### src/rtl/idu_pkg.sv
// Shared definitions for the decode/issue controller and its scoreboard.
//   - CU op codes as produced by the instruction decoder (0..40)
//   - ctrl_state_e : sequencer states
//   - NOP_INSTR    : addi x0,x0,0, driven into the decoder while idle/after reset
//   - is_drain_op  : ops that must wait for every outstanding write to retire
package idu_pkg;

    localparam logic [5:0] CU_NOP    = 6'd0,  CU_ADD    = 6'd1,  CU_SUB    = 6'd2,  CU_AND    = 6'd3;
    localparam logic [5:0] CU_OR     = 6'd4,  CU_XOR    = 6'd5,  CU_SLL    = 6'd6,  CU_SRL    = 6'd7;
    localparam logic [5:0] CU_SRA    = 6'd8,  CU_SLT    = 6'd9,  CU_SLTU   = 6'd10, CU_ADDI   = 6'd11;
    localparam logic [5:0] CU_ANDI   = 6'd12, CU_ORI    = 6'd13, CU_XORI   = 6'd14, CU_SLLI   = 6'd15;
    localparam logic [5:0] CU_SRLI   = 6'd16, CU_SRAI   = 6'd17, CU_SLTI   = 6'd18, CU_SLTIU  = 6'd19;
    localparam logic [5:0] CU_LUI    = 6'd20, CU_AUIPC  = 6'd21, CU_JAL    = 6'd22, CU_JALR   = 6'd23;
    localparam logic [5:0] CU_BEQ    = 6'd24, CU_BNE    = 6'd25, CU_BLT    = 6'd26, CU_BGE    = 6'd27;
    localparam logic [5:0] CU_BLTU   = 6'd28, CU_BGEU   = 6'd29, CU_LB     = 6'd30, CU_LH     = 6'd31;
    localparam logic [5:0] CU_LW     = 6'd32, CU_LBU    = 6'd33, CU_LHU    = 6'd34, CU_SB     = 6'd35;
    localparam logic [5:0] CU_SW     = 6'd36, CU_FENCE  = 6'd37, CU_FENCE_I = 6'd38, CU_ECALL = 6'd39;
    localparam logic [5:0] CU_EBREAK = 6'd40;

    localparam logic [31:0] NOP_INSTR = 32'h0000_0013;

    typedef enum logic [2:0] {
        IDLE   = 3'd0,
        DECODE = 3'd1,
        CHECK  = 3'd2,
        ISSUE  = 3'd3,
        TRAP   = 3'd4
    } ctrl_state_e;

    function automatic logic is_drain_op(input logic [5:0] op);
        return (op == CU_FENCE) || (op == CU_FENCE_I) || (op == CU_ECALL) || (op == CU_EBREAK);
    endfunction

endpackage

### src/rtl/idu_scoreboard.sv
// Register-write scoreboard: one pending bit per architectural register plus a
// count of outstanding writes, and the RAW/WAW/capacity/drain hazard compare.
// Ports:
//   clk, rst_n            clock, asynchronous active-low reset
//   set_en, set_rd        mark rd as pending (issue handshake of a writing op)
//   wb_valid, wb_rd       retire a write (clears pending bit, decrements count)
//   use_rs1/rs1, use_rs2/rs2, wr_rd/rd, drain   operands of the held op
//   hazard                held op must not issue this cycle
//   inflight_cnt          outstanding writes
module idu_scoreboard #(
    parameter int MAX_INFLIGHT = 4,
    parameter int CNT_W        = 3
) (
    input  logic             clk,
    input  logic             rst_n,
    input  logic             set_en,
    input  logic [4:0]       set_rd,
    input  logic             wb_valid,
    input  logic [4:0]       wb_rd,
    input  logic             use_rs1,
    input  logic [4:0]       rs1,
    input  logic             use_rs2,
    input  logic [4:0]       rs2,
    input  logic             wr_rd,
    input  logic [4:0]       rd,
    input  logic             drain,
    output logic             hazard,
    output logic [CNT_W-1:0] inflight_cnt
);

    logic [31:0]      pending_reg, pending_next;
    logic [31:0]      wb_mask;
    logic [31:0]      pend_eff;
    logic [CNT_W-1:0] inflight_reg, inflight_next;
    logic             set_hit, wb_hit;

    // x0 is hard-wired: never pending, never cleared, never counted.
    genvar gi;
    generate
        for (gi = 0; gi < 32; gi++) begin : g_bit
            if (gi == 0) begin : g_x0
                assign wb_mask[gi]      = 1'b0;
                assign pending_next[gi] = 1'b0;
            end else begin : g_xn
                assign wb_mask[gi] = wb_valid && (wb_rd == 5'(gi));
                // A same-cycle set of the register being retired wins.
                assign pending_next[gi] = (set_en && (set_rd == 5'(gi))) ? 1'b1 :
                                          (wb_mask[gi] ? 1'b0 : pending_reg[gi]);
            end
        end
    endgenerate

    // Writeback retiring this cycle is already visible to the hazard check.
    assign pend_eff = pending_reg & ~wb_mask;

    assign set_hit = set_en && (set_rd != 5'd0);
    // Only a retire of a genuinely pending register decrements, so no underflow.
    assign wb_hit  = |(pending_reg & wb_mask);

    always_comb begin
        inflight_next = inflight_reg;
        case ({set_hit, wb_hit})
            2'b10:   inflight_next = inflight_reg + CNT_W'(1);
            2'b01:   inflight_next = inflight_reg - CNT_W'(1);
            default: inflight_next = inflight_reg;
        endcase
    end

    always_comb begin
        hazard = 1'b0;
        if (use_rs1 && (rs1 != 5'd0) && pend_eff[rs1])
            hazard = 1'b1;
        if (use_rs2 && (rs2 != 5'd0) && pend_eff[rs2])
            hazard = 1'b1;
        if (wr_rd && (rd != 5'd0) && pend_eff[rd])
            hazard = 1'b1;
        if (wr_rd && (rd != 5'd0) && (inflight_reg == CNT_W'(MAX_INFLIGHT)))
            hazard = 1'b1;
        if (drain && (pend_eff != 32'd0))
            hazard = 1'b1;
    end

    always_ff @(posedge clk or negedge rst_n) begin
        if (!rst_n) begin
            pending_reg  <= 32'd0;
            inflight_reg <= '0;
        end else begin
            pending_reg  <= pending_next;
            inflight_reg <= inflight_next;
        end
    end

    assign inflight_cnt = inflight_reg;

endmodule

### src/rtl/decode_issue_ctrl.sv
// Sequencer around the instruction decoder: accepts a fetched word, holds it on
// dec_instr for DECODE_LAT cycles, samples the decoded fields, waits out
// register hazards against the scoreboard and issues to the CU via valid/ready.
// Illegal encodings produce a one-cycle illegal_trap instead of an issue.
// Ports:
//   soc_clk, reset_n                     clock, asynchronous active-low reset
//   fetch_valid/fetch_instr/fetch_ready  fetch handshake (ready only in IDLE)
//   dec_instr -> decoder, dec_* <- decoded fields
//   issue_valid/issue_ready/issue_cu_op/issue_rd   CU handshake
//   wb_valid/wb_rd                       register write retirement
//   flush                                discard held op, back to IDLE
//   stall, illegal_trap, inflight_cnt    status
module decode_issue_ctrl
    import idu_pkg::*;
#(
    parameter int DECODE_LAT   = 2,
    parameter int MAX_INFLIGHT = 4,
    parameter int CNT_W        = 3
) (
    input  logic             soc_clk,
    input  logic             reset_n,
    input  logic             fetch_valid,
    input  logic [31:0]      fetch_instr,
    output logic             fetch_ready,
    output logic [31:0]      dec_instr,
    input  logic [4:0]       dec_rd,
    input  logic [4:0]       dec_rs1,
    input  logic [4:0]       dec_rs2,
    input  logic             dec_use_rs1,
    input  logic             dec_use_rs2,
    input  logic             dec_wr_rd,
    input  logic [5:0]       dec_cu_op,
    input  logic             dec_invalid,
    output logic             issue_valid,
    input  logic             issue_ready,
    output logic [5:0]       issue_cu_op,
    output logic [4:0]       issue_rd,
    input  logic             wb_valid,
    input  logic [4:0]       wb_rd,
    input  logic             flush,
    output logic             stall,
    output logic             illegal_trap,
    output logic [CNT_W-1:0] inflight_cnt
);

    localparam int LAT_W = (DECODE_LAT > 1) ? $clog2(DECODE_LAT) : 1;

    ctrl_state_e      state_reg, state_next;
    logic [31:0]      dec_instr_reg;
    logic [LAT_W-1:0] lat_cnt_reg;
    logic [5:0]       cu_op_reg;
    logic [4:0]       rd_reg, rs1_reg, rs2_reg;
    logic             use_rs1_reg, use_rs2_reg, wr_rd_reg;
    logic             lat_done, accept, sample, hazard, set_en;

    // A flush in IDLE must not start a new op in the same cycle.
    assign fetch_ready = (state_reg == IDLE) && !flush;
    assign accept      = fetch_valid && fetch_ready;
    assign lat_done    = (lat_cnt_reg == LAT_W'(DECODE_LAT - 1));
    assign sample      = (state_reg == DECODE) && lat_done;
    // Handshake completes even under a coincident flush.
    assign set_en      = (state_reg == ISSUE) && issue_ready && wr_rd_reg;

    always_comb begin
        state_next = state_reg;
        case (state_reg)
            IDLE:    if (accept)       state_next = DECODE;
            DECODE:  if (lat_done)     state_next = dec_invalid ? TRAP : CHECK;
            CHECK:   if (!hazard)      state_next = ISSUE;
            ISSUE:   if (issue_ready)  state_next = IDLE;
            TRAP:                      state_next = IDLE;
            default:                   state_next = IDLE;
        endcase
        if (flush)
            state_next = IDLE;
    end

    always_ff @(posedge soc_clk or negedge reset_n) begin
        if (!reset_n) begin
            state_reg     <= IDLE;
            dec_instr_reg <= NOP_INSTR;
            lat_cnt_reg   <= '0;
            cu_op_reg     <= 6'd0;
            rd_reg        <= 5'd0;
            rs1_reg       <= 5'd0;
            rs2_reg       <= 5'd0;
            use_rs1_reg   <= 1'b0;
            use_rs2_reg   <= 1'b0;
            wr_rd_reg     <= 1'b0;
        end else begin
            state_reg <= state_next;
            if (accept) begin
                dec_instr_reg <= fetch_instr;
                lat_cnt_reg   <= '0;
            end else if ((state_reg == DECODE) && !lat_done) begin
                lat_cnt_reg <= lat_cnt_reg + LAT_W'(1);
            end
            if (sample) begin
                cu_op_reg   <= dec_cu_op;
                rd_reg      <= dec_wr_rd ? dec_rd : 5'd0;
                rs1_reg     <= dec_rs1;
                rs2_reg     <= dec_rs2;
                use_rs1_reg <= dec_use_rs1;
                use_rs2_reg <= dec_use_rs2;
                wr_rd_reg   <= dec_wr_rd;
            end
        end
    end

    idu_scoreboard #(
        .MAX_INFLIGHT (MAX_INFLIGHT),
        .CNT_W        (CNT_W)
    ) u_scoreboard (
        .clk          (soc_clk),
        .rst_n        (reset_n),
        .set_en       (set_en),
        .set_rd       (rd_reg),
        .wb_valid     (wb_valid),
        .wb_rd        (wb_rd),
        .use_rs1      (use_rs1_reg),
        .rs1          (rs1_reg),
        .use_rs2      (use_rs2_reg),
        .rs2          (rs2_reg),
        .wr_rd        (wr_rd_reg),
        .rd           (rd_reg),
        .drain        (is_drain_op(cu_op_reg)),
        .hazard       (hazard),
        .inflight_cnt (inflight_cnt)
    );

    assign dec_instr    = dec_instr_reg;
    assign issue_valid  = (state_reg == ISSUE);
    assign issue_cu_op  = cu_op_reg;
    assign issue_rd     = rd_reg;
    assign stall        = (state_reg == CHECK) && hazard;
    assign illegal_trap = (state_reg == TRAP);

endmodule

### config.mk
export PLATFORM = sky130hd
export DESIGN_NAME = decode_issue_ctrl
export DESIGN_NICKNAME = d
export VERILOG_FILES = /design/src/rtl/idu_pkg.sv /design/src/rtl/idu_scoreboard.sv /design/src/rtl/decode_issue_ctrl.sv
export SDC_FILE = /design/constraint.sdc
export NUM_CORES = 1
export LEC_CHECK = 0
export BUFFER_PORTS_ARGS = -buffer_cell sky130_fd_sc_hd__buf_2
export CELL_PAD_IN_SITES_DETAIL_PLACEMENT = 2
export CELL_PAD_IN_SITES_GLOBAL_PLACEMENT = 2
export CORE_ASPECT_RATIO = 0.75
export CORE_MARGIN = 2
export CORE_UTILIZATION = 36
export CTS_BUF_LIST = sky130_fd_sc_hd__clkbuf_4 sky130_fd_sc_hd__clkbuf_8
export CTS_CLUSTER_SIZE = 20
export DETAILED_ROUTE_END_ITERATION = 16
export PLACE_DENSITY = 0.91
export SKIP_LAST_GASP = 1
export SLEW_MARGIN = 20
export SYNTH_ARGS = -nofsm -noshare
export SYNTH_HDL_FRONTEND = slang
export SYNTH_HIERARCHICAL = 1
export SYNTH_SLANG_ARGS = --single-unit
export TNS_END_PERCENT = 10
### constraint.sdc
create_clock -name soc_clk -period 3.3 [get_ports soc_clk]
set_input_delay 0.165 -clock soc_clk [delete_from_list [all_inputs] [get_ports soc_clk]]
set_output_delay 0.165 -clock soc_clk [all_outputs]
set_load 0.02 [all_outputs]
After elaboration in Yosys (flattened, before gate mapping)

Cells that the tools add are included.

Bitwise operators: 3
Magnitude comparators: 3
Reductions and logical operators: 123
Add/subtract/negate cells: 3
Eq/ne operators: 77
Muxes and demuxes: 84

Operators with widths:

| cell                 | count |
|---|---|
| $eq A5 B5 Y1 const B | 32 |
| $eq A5 B4 Y1 const B | 16 |
| $logic_and A1 B1 Y1  | 78 |
| $mux W1              | 72 |
| $reduce_bool A2 Y1   | 33 |
| $and A32 B32 Y32     | 2 |
| $eq A5 B3 Y1 const B | 8 |
| $not A32 Y32         | 1 |
| $reduce_bool A32 Y1  | 1 |
| $reduce_or A32 Y1    | 1 |
| $eq A6 B6 Y1 const B | 4 |
| $eq A5 B2 Y1 const B | 4 |
| $lt A5 B6 Y1 const B | 3 |
| $mux W3              | 6 |
| $bmux W1 S5          | 3 |
| $reduce_bool A5 Y1   | 3 |
| $pmux W3 S4          | 1 |
| $eq A5 B1 Y1 const B | 2 |
| $ne A3 B3 Y1 const B | 3 |
| $eq A3 B2 Y1 const B | 2 |
| $eq A3 B3 Y1 const B | 2 |
| $pmux W3 S2          | 1 |
| $mux W5              | 1 |
| $reduce_and A4 Y1    | 1 |
| 10 further kinds     | 13 |

Register bits: 94
Word-level logic and storage cells: 335
Output and inout port bits: 50

Logic depth before layout (Yosys ltp)

Gate-level depths: netlist (run 1).

Depth after elaboration: 15
Depth in mapped cells: 13
Depth with buffers taken out: 12

Cells and area by module

The synthesis (run 1) kept the hierarchy.

Modules (own cells, without submodules):

| module            | times used | area an instance (µm²) | cells each | seq. area each (µm²) |
|---|---|---|---|---|
| idu_scoreboard    | 1          | 2,850.2                | 340        | 850.8 |
| decode_issue_ctrl | 1          | 2,501.1                | 158        | 1,505.2 |

Worst setup path before layout (run 1)

Ideal clock, no wire load.

Path kind: register to output
From: reg rd_reg[0], in the netlist issue_rd[0]
To: out stall
Data arrival time: 2,713 ps
Data required time: 3,135 ps
Path slack: 422 ps
Cell stages (with the launch flop): 9
Cell sequence: dfrtp_1 clkbuf_1 clkbuf_1 and4b_1 nor3b_1 o221ai_1 o211ai_1 a2111o_1 nor4bb_1

Cells in the longest elaborated chain, start to end: 7

Ends and longest elaborated chain:

| item                                                                 | RTL line                                   | source |
|---|---|---|
| start: declaration                                                   | decode_issue_ctrl.sv:52                    | `logic [4:0] rd_reg, rs1_reg, rs2_reg;` |
| start signal: assignment                                             | decode_issue_ctrl.sv:100                   | `rd_reg <= dec_wr_rd ? dec_rd : 5'd0;` |
| $bmux W1 S5 or $reduce_bool A5 Y1 (tied branches)                    | idu_scoreboard.sv:75, idu_scoreboard.sv:77 |  |
| $mux W1 (not written as such) or $logic_and A1 B1 Y1 (tied branches) | idu_scoreboard.sv:75, idu_scoreboard.sv:77 |  |
| $logic_and A1 B1 Y1                                                  | idu_scoreboard.sv:75                       | `if (wr_rd && (rd != 5'd0) && pend_eff[rd])` |
| $mux W1                                                              | idu_scoreboard.sv:75                       |  |
| $mux W1 *                                                            | idu_scoreboard.sv:77                       | `if (wr_rd && (rd != 5'd0) && (inflight_reg == CNT_W'(MAX_INFLIGHT)))` |
| $mux W1 *                                                            | idu_scoreboard.sv:79                       | `if (drain && (pend_eff != 32'd0))` |
| named net hazard                                                     | decode_issue_ctrl.sv:54                    | `logic lat_done, accept, sample, hazard, set_en;` |
| $logic_and A1 B1 Y1 *                                                | decode_issue_ctrl.sv:135                   | `assign stall = (state_reg == CHECK) && hazard;` |
| end: declaration                                                     | decode_issue_ctrl.sv:41                    | `output logic stall,` |

The timed path passes the listed nets; every way through them passes the cells marked *. The select of a mux whose other input is x is not followed.

Final worst setup path (run 1)

Same ends and word-level chain as after synthesis.

==> results of run 1 <==
## per-layer routing
layer	global-route usage (%)	part of all wire, %
met2	55.2	47
met4	11.0	3.7
met3	8.58	8.6
met5	0	0.047
met1	42.5	41
## synth_stat cells, types with 11 or more instances
master and count:
clkbuf_1 15, dfrtp_1 91, mux2_2 29, mux2_4 29
mux2i_1 22, nand2_1 32, nand3_1 14, nand4_1 14
nor2_1 14, nor3b_1 11, o21ai_0 43, o21ai_1 28
## layout make-up
cell class / instances / area [sq um]
clock buffers: 9 / 124
clock inverters: 7 / 62.6
flip-flops and latches: 94 / 2360
inverters: 9 / 36.3
well taps: 200 / 250
multi-input cells: 366 / 2810
repair buffers: 193 / 1280
fillers: 1460 / 7580
diodes: 1 / 2.50
## final timing paths
kind                                 startpoint        endpoint  depth (start not counted)
min in group asynchronous               reset_n  issue_cu_op[2]                          2
worst min-delay path            fetch_instr[15]   dec_instr[15]                          2
max in group asynchronous               reset_n    dec_instr[4]                          3
worst min register to register    dec_instr[29]   dec_instr[29]                          1
worst max-delay path                issue_rd[0]           stall                          8
worst max register to register      issue_rd[0]    state_reg[0]                          8
## what timing repair did
action | in CTS | in global routing
setup endpoints to repair | 0 | 1
endpoints found under the hold margin | 85 | 8
hold buffers | 33 | 8
resized for setup | 0 | 4
## critical path: cells and delay by family, from the launching register on
kind                   cells  cell delay (ns)
AO/OA/AOI/OAI              4             0.89
AND/OR/NAND/NOR            1             0.45
buffers and inverters      2             0.50
multiplexers               1             0.37
flip-flops                 1             0.67
## cells in the final DEF (no fill, tap or decap), types with 3 or more instances in the layout
master,synthesis,layout
a211oi_1,4,4
a21oi_1,9,9
a222oi_1,4,4
a22oi_1,8,8
a31oi_1,5,5
a41oi_1,3,3
buf_2,6,116
buf_4,3,34
clkbuf_8,0,9
dfrtp_1,91,89
dfstp_2,3,3
dlygate4sd3_1,0,41
inv_1,8,8
mux2_2,29,29
mux2_4,29,29
mux2i_1,22,22
nand2_1,32,32
nand2b_1,6,5
nand3_1,14,14
nand3b_1,3,3
nand4_1,14,14
nand4b_1,4,4
nand4bb_1,4,4
nor2_1,14,14
nor2b_1,10,10
nor3_1,6,6
nor3b_1,11,11
nor4_1,4,4
nor4bb_1,5,5
o2111ai_1,3,3
o211ai_1,10,10
o21ai_0,43,43
o21ai_1,28,28
## power by group through the flow
stage	registers (mW)	logic, mW	clock network [mW]
after global placement	1.98	1.97	0
final	2.15	2.42	0.808
after detailed placement	2.03	2.10	0
after floorplan	2.03	1.29	0
after CTS	2.03	2.15	0.791
after global routing	2.18	2.49	0.845
## stage by stage
step | total power, mW | hold WS (ns)
final | 5.37 | -0.00938
after global routing | 5.52 | -0.0156
after CTS | 4.97 | 0.000660
after detailed placement | 4.13 | 0.403
after global placement | 3.95 | 0.383
after floorplan | 3.33 | -0.131
## cells by family after synthesis
| group | Yosys count | synth area share (%) |
|---|---|---|
| compound gates | 138 | 16.2 |
| xor+xnor | 3 | 0.491 |
| fa+ha+maj | 2 | 0.608 |
| buf+inv | 38 | 3.60 |
| flops | 94 | 44.0 |
| mux | 83 | 19.4 |
| simple gates | 140 | 15.6 |
==> metrics, run 1 <==
initial antenna violation count=1; crit path cell chain=buf_12 > mux2_1 > a221oi_1 > o221ai_1 > o211ai_1 > a2111o_1 > nor4bb_1 > buf_2; Worst path slowest cell=dfrtp_1; total track usage=33.2%; Die X=145 microns; Place WS=0.0435 ns; H-Tree Depth=3; count of input and output buffers=117; worst-skew pair later-pin latency=0.42 ns; Worst Setup Start Kind=register; worst setup margin=-0.161 ns; sequential fraction of the synthesis area=44.0%; P&R area growth vs syn=29.2%; synthesized net count=568; reg2reg setup slack=0.27 ns; I/O pin count=118; Synth area leaders=dfrtp_1 (43%), mux2_4 (8.1%), mux2_2 (6.1%); Post-CTS Setup Bufs=0; Worst setup EP type=output port; deepest clock path buffer count=2; first-pass GRT wire length=38.5 mm; Relative slew margins=27.3%; Net Switching=2.60 mW; Slew @ Worst Pin=1.09 ns; CTS tree=done; post-route ant nets=0; largest net degree at the start of global routing=79; failing checks=hold timing, setup timing; Pins Over Slew Limit=0; placed cell count=821; Synth top area share=42.6%; Synth warnings=6; flops & latches, synth=94; Setup CP Type=register to output port; share of cells above drive strength 1=35.8%; clk sinks=94; Nets=743; post-layout util=47.7%; Worst Path Required=3.13 ns; CTS root buf=clkbuf_8; placed wire-length estimate=16.1 mm; vias per cell=6.35; setup tns final=-0.161 ns; arrival time worst endpoint=3.30 ns; Async SR Flop Fraction=100%; Die Y=110 microns; total wire length=27.9 mm; Num CTS Buffers=9; clk slew on worst S/H paths=0.12 ns; path type of the worst min-delay path=primary input to register; Worst Hold Slack=-0.00938 ns; Final GP Congestion=1.00; row count=38; skew final=0.0321 ns; Final min period=3.46 ns; Mapped Cells=498; clock power share=15.0%; die area=15900 sq um; drt drc=0; number of global-route vias before repair=6021; final hold violation count=1; TritonRoute pass-1 iters=5; Netlist cell types=70; pwr dens=777 nW/um^2; CP Max Fanout=18; Placed Area=6310 sq um; Post-synth EDFFs=0; aggregate global routing overflow=0; Internal Power=2.78 mW; combinational group share of total power=45.0%; Max Freq=289 MHz; final worst path period share=105%; Sw Ratio=48.4%; result of the run=complete, but fails checks; Synth area leader=dfrtp_1; max reg flops=32; CP max stage delay=0.67 ns; Initial DRC Count=645; wire per inst=31.8 microns; endpoints failing setup=1; Via Count=5582; maxcap violations=0; Syn Area/Cell=10.7 sq um; leakage=3.14 nW; Starting Density=36.9%; Post-synth top flop=dfrtp_1; Core Footprint=14500 sq um; register share of total power=40.0%; post-route insts no fill=879; fin area=6920 sq um; synthesized cell area=5350 sq um; maximum vdd ir drop=0.000348 V
No activity file was read; power rests on OpenSTA's default activity.
==> run 2: changes to the inputs <==
SKIP_CTS_REPAIR_TIMING = 1   (was unset)
==> run 2 against run 1 <==
Net effect: non-clock buffer count fell by 5; highest routed layer is now met4; cell area decreased by 0.81%; final cell count fell by 0.68%; largest power group unchanged; wire length fell by 10%; combinational power down 5%; the flow still finishes with violations (hold timing, setup timing); setup slack better by 0.11 ns; maximum frequency increased by 3.3%; critical path depth did not move; count of clock-buffer cells in the layout unchanged; power shrank 3.5%.
==> metrics, run 2 (synthesized netlist as in run 1, its figures left out) <==
path type of the worst min-delay path=primary input to register; skew final=0.0198 ns; Pins Over Slew Limit=0; register area=2360 sq um; deepest clock path buffer count=2; CP Max Fanout=21; max reg flops=32; placed wire-length estimate=16.1 mm; count of input and output buffers=117; final worst path period share=102%; Worst Hold Slack=-0.00215 ns; Worst setup EP type=output port; CTS tree=done; number of global-route vias before repair=5490; wire per inst=28.7 microns; pwr dens=756 nW/um^2; Setup CP Type=register to output port; drt drc=0; maximum vdd ir drop=0.000368 V; Via Count=5308; die area=15900 sq um; setup tns final=-0.0499 ns; share of cells above drive strength 1=35.8%; largest net degree at the start of global routing=79; total track usage=27.9%; Multi-input gate area=2800 sq um; Starting Density=36.9%; aggregate global routing overflow=0; Slew @ Worst Pin=1.09 ns; Initial DRC Count=544; arrival time worst endpoint=3.18 ns; Die Y=110 microns; clk sinks=94; TritonRoute pass-1 iters=6; Max Freq=299 MHz; Final min period=3.35 ns; Die X=145 microns; Worst Setup Start Kind=register; first-pass GRT wire length=32.8 mm; worst-skew pair later-pin latency=0.41 ns; failing checks=hold timing, setup timing; Final GP Congestion=1.00; CTS root buf=clkbuf_8; I/O pin count=118; Worst Path Required=3.13 ns; Nets=738; Relative slew margins=27.2%; Antenna diodes=0; Num CTS Buffers=9; result of the run=complete, but fails checks; H-Tree Depth=3; worst setup margin=-0.0499 ns; post-route ant nets=0; Tot Pwr=5.18 mW; Core Footprint=14500 sq um; Place WS=0.0435 ns; endpoints failing setup=1; Filler cells=1485; maxcap violations=0; most common cell after layout, fill and taps aside=buf_2; total wire length=25.1 mm; P&R area growth vs syn=28.2%; vias per cell=6.08; clk slew on worst S/H paths=0.11 ns; leakage=3.12 nW; commonest non-fill, non-tap cells in the layout=buf_2 (116), dfrtp_1 (90), o21ai_0 (43); initial antenna violation count=2; final hold violation count=1; row count=38
## run 2: metrics by stage
step	cell area [sq um]	hold slack (ns)	cells	utilization (%)
floorplan	5350	-0.131	498	-
global placement	6310	0.383	821	43.5
detailed placement	6310	0.403	821	43.5
CTS	6490	-0.0197	837	44.8
global route	6860	-0.0122	873	47.3
finish	6860	-0.00215	873	47.3
## run 2: critical path, stage by stage (launching register included)
cell and delay (ns):
dfrtp_1 0.81, and2_1 0.37, a22oi_1 0.15, o22ai_1 0.28
a2bb2oi_1 0.21, o211ai_1 0.12, a2111o_1 0.48, nor4bb_1 0.17
buf_2 0.19
## run 2: cell type report
class	count	share of cell area [%]
tap	200	3.65
inverter	9	0.529
sequential	94	34.4
clock inverter	7	0.912
timing repair buffer	188	17.9
multi-input combinational	366	40.9
clock buffer	9	1.81
## run 2: worst paths after layout
kind | from | to | slack (ns) | depth (start not counted)
worst min register to register | dec_instr[28] | dec_instr[28] | 0.53 | 1
worst max-delay path | issue_rd[1] | stall | -0.05 | 8
worst max register to register | issue_rd[1] | state_reg[0] | 0.10 | 8
min in group asynchronous | reset_n | use_rs2_reg | 0.38 | 2
worst min-delay path | fetch_instr[12] | dec_instr[12] | -0.002 | 2
max in group asynchronous | reset_n | dec_instr[4] | 2.12 | 3
## run 2: routing by layer
layer | up-vias | routed length (microns) | track usage, %
met5 | - | 0 | 0
met4 | 0 | 680 | 7.14
met3 | 58 | 1980 | 7.93
met2 | 259 | 11800 | 45.1
met1 | 2767 | 10600 | 36.9
li1 | 2224 | - | -
## run 2: power by group
group          switching [mW]  leakage (nW)  internal [mW]  total [mW]
Clock                   0.497        0.0980          0.292       0.789
Sequential              0.611          1.18           1.48        2.09
Combinational            1.31          1.85          0.994        2.30
==> run 3: changes to the inputs <==
--- a/config.mk
+++ b/config.mk
@@ -17,2 +17,3 @@
 export PLACE_DENSITY = 0.91
+export RECOVER_POWER = 25
 export SKIP_CTS_REPAIR_TIMING = 1
--- a/constraint.sdc
+++ b/constraint.sdc
@@ -3,2 +3,2 @@
 set_output_delay 0.165 -clock soc_clk [all_outputs]
-set_load 0.02 [all_outputs]
+set_load 0.005 [all_outputs]
==> run 3 against run 2 <==
Net effect: the run ends with hold timing, capacitance limit, slew limit left; maximum frequency is 3.1% higher; clock skew is 0.0023 ns higher; hold slack worse by 0.0045 ns; sequential share of layout area is 0.91 points higher; combinational power is 18% lower; via count is 3.6% lower; sequential cell count stayed put; global-route usage is 0.91 points lower; clock power is 17% higher; highest routed layer is now met5; largest power group is now sequential cells; die area stayed put; sequential power hardly changed; register-to-register slack better by 0.32 ns.
==> metrics, run 3 (synthesized netlist as in run 1, its figures left out) <==
aggregate global routing overflow=0; CP Max Fanout=12; Final GP Congestion=0.940; reg2reg setup slack=0.42 ns; P&R area growth vs syn=24.8%; final hold violation count=3; Worst setup EP type=output port; Num CTS Buffers=9; number of global-route vias before repair=5378; Core Footprint=14500 sq um; commonest non-fill, non-tap cells in the layout=dfrtp_1 (91), buf_2 (89), o21ai_0 (43); Initial DRC Count=455; skew final=0.0221 ns; H-Tree Depth=3; CTS tree=done; Die Y=110 microns; vias per cell=5.98; clk slew on worst S/H paths=0.10 ns; leakage=2.98 nW; worst setup margin=0.0512 ns; CTS root buf=clkbuf_8; count of input and output buffers=117; maximum vdd ir drop=0.000310 V; die area=15900 sq um; wire per inst=27.2 microns; Antenna diodes=0; final worst path period share=98.4%; post-route ant nets=0; R2R Path Start=issue_rd[0]; placed cell count=815; largest net degree at the start of global routing=76; Nets=720; I/O pin count=118; Slew @ Worst Pin=1.96 ns; Setup CP Type=register to output port; fin area=6680 sq um; Min-Delay Startpoint=dec_rs1[3]; arrival time worst endpoint=3.08 ns; Final min period=3.25 ns; Worst Path Required=3.13 ns; Die X=145 microns; drt drc=0; Worst Setup SP=rs2_reg[0]; total wire length=23.2 mm; path type of the worst min-delay path=primary input to register; deepest clock path buffer count=2; Worst Hold Slack=-0.00667 ns; Placed Area=6250 sq um; failing checks=hold timing, capacitance limit, slew limit; total track usage=27.0%; worst-skew pair later-pin latency=0.40 ns; share of cells above drive strength 1=31.1%; initial antenna violation count=1; Pins Over Slew Limit=76; pwr dens=732 nW/um^2; clk sinks=94; Worst Setup Start Kind=register; post-route insts no fill=855; first-pass GRT wire length=31.7 mm; placed wire-length estimate=15.8 mm; Relative slew margins=-30.8%; result of the run=complete, but fails checks; TritonRoute pass-1 iters=5; Place WS=0.0621 ns; maxcap violations=1; endpoints failing setup=0; max reg flops=32; Max Freq=308 MHz; Starting Density=36.9%; row count=38; most common cell after layout, fill and taps aside=dfrtp_1; Via Count=5116
run 3: cell count changes in the layout (fill, tap and decap cells not counted), sizes merged:
cell / change
buf: -34
inv: -1
bufinv: +2
dlygate4sd3: -12
clkinv: -2
clkbuf: +29
run 3: per-layer routing:
metal / up-vias / GRT usage [%] / part of all wire [%]
met5: - / 0 / 0.056
met4: 2 / 5.06 / 1.7
met3: 31 / 8.41 / 7.6
met2: 240 / 44.1 / 48
met1: 2655 / 35.6 / 42
li1: 2188 / - / -
run 3: metrics by stage:
step	util [%]	setup TNS, ns	power (mW)
after floorplan	-	0	3.06
after global routing	46.1	-0.0507	5.14
after detailed placement	43.1	0	3.85
after global placement	43.1	0	3.67
final	46.1	0	4.89
after CTS	44.6	0	4.76
run 3: power breakdown:
group / switching (mW) / internal, mW / total, mW / leakage, nW
registers: 0.597 / 1.48 / 2.07 / 1.18
logic: 0.958 / 0.932 / 1.89 / 1.69
clock network: 0.481 / 0.446 / 0.927 / 0.117
run 3: final timing paths:
| path | end | depth (start not counted) |
|---|---|---|
| max in group asynchronous | dec_instr[11] | 3 |
| setup reg to reg | state_reg[0] | 9 |
| hold / removal | rs1_reg[3] | 2 |
| hold reg to reg | dec_instr[2] | 1 |
| min in group asynchronous | issue_cu_op[4] | 2 |
| setup / recovery | stall | 8 |
run 3: critical path: stages (launching register included):
cell and delay, ns:
dfrtp_1 0.60, inv_4 0.25, mux4_2 0.52, nand2_1 0.08, nor4bb_1 0.31, a31o_1 0.21
a2111o_1 0.13, nor4bb_1 0.38, buf_2 0.20
run 3: cell type report:
type	instances	area, sq um
Fill cell	1494	7820
Multi-Input combinational cell	366	2800
Sequential cell	94	2360
Timing Repair Buffer	170	1010
Tap cell	200	250
Clock buffer	10	131
Clock inverter	6	93.8
Inverter	9	36.3
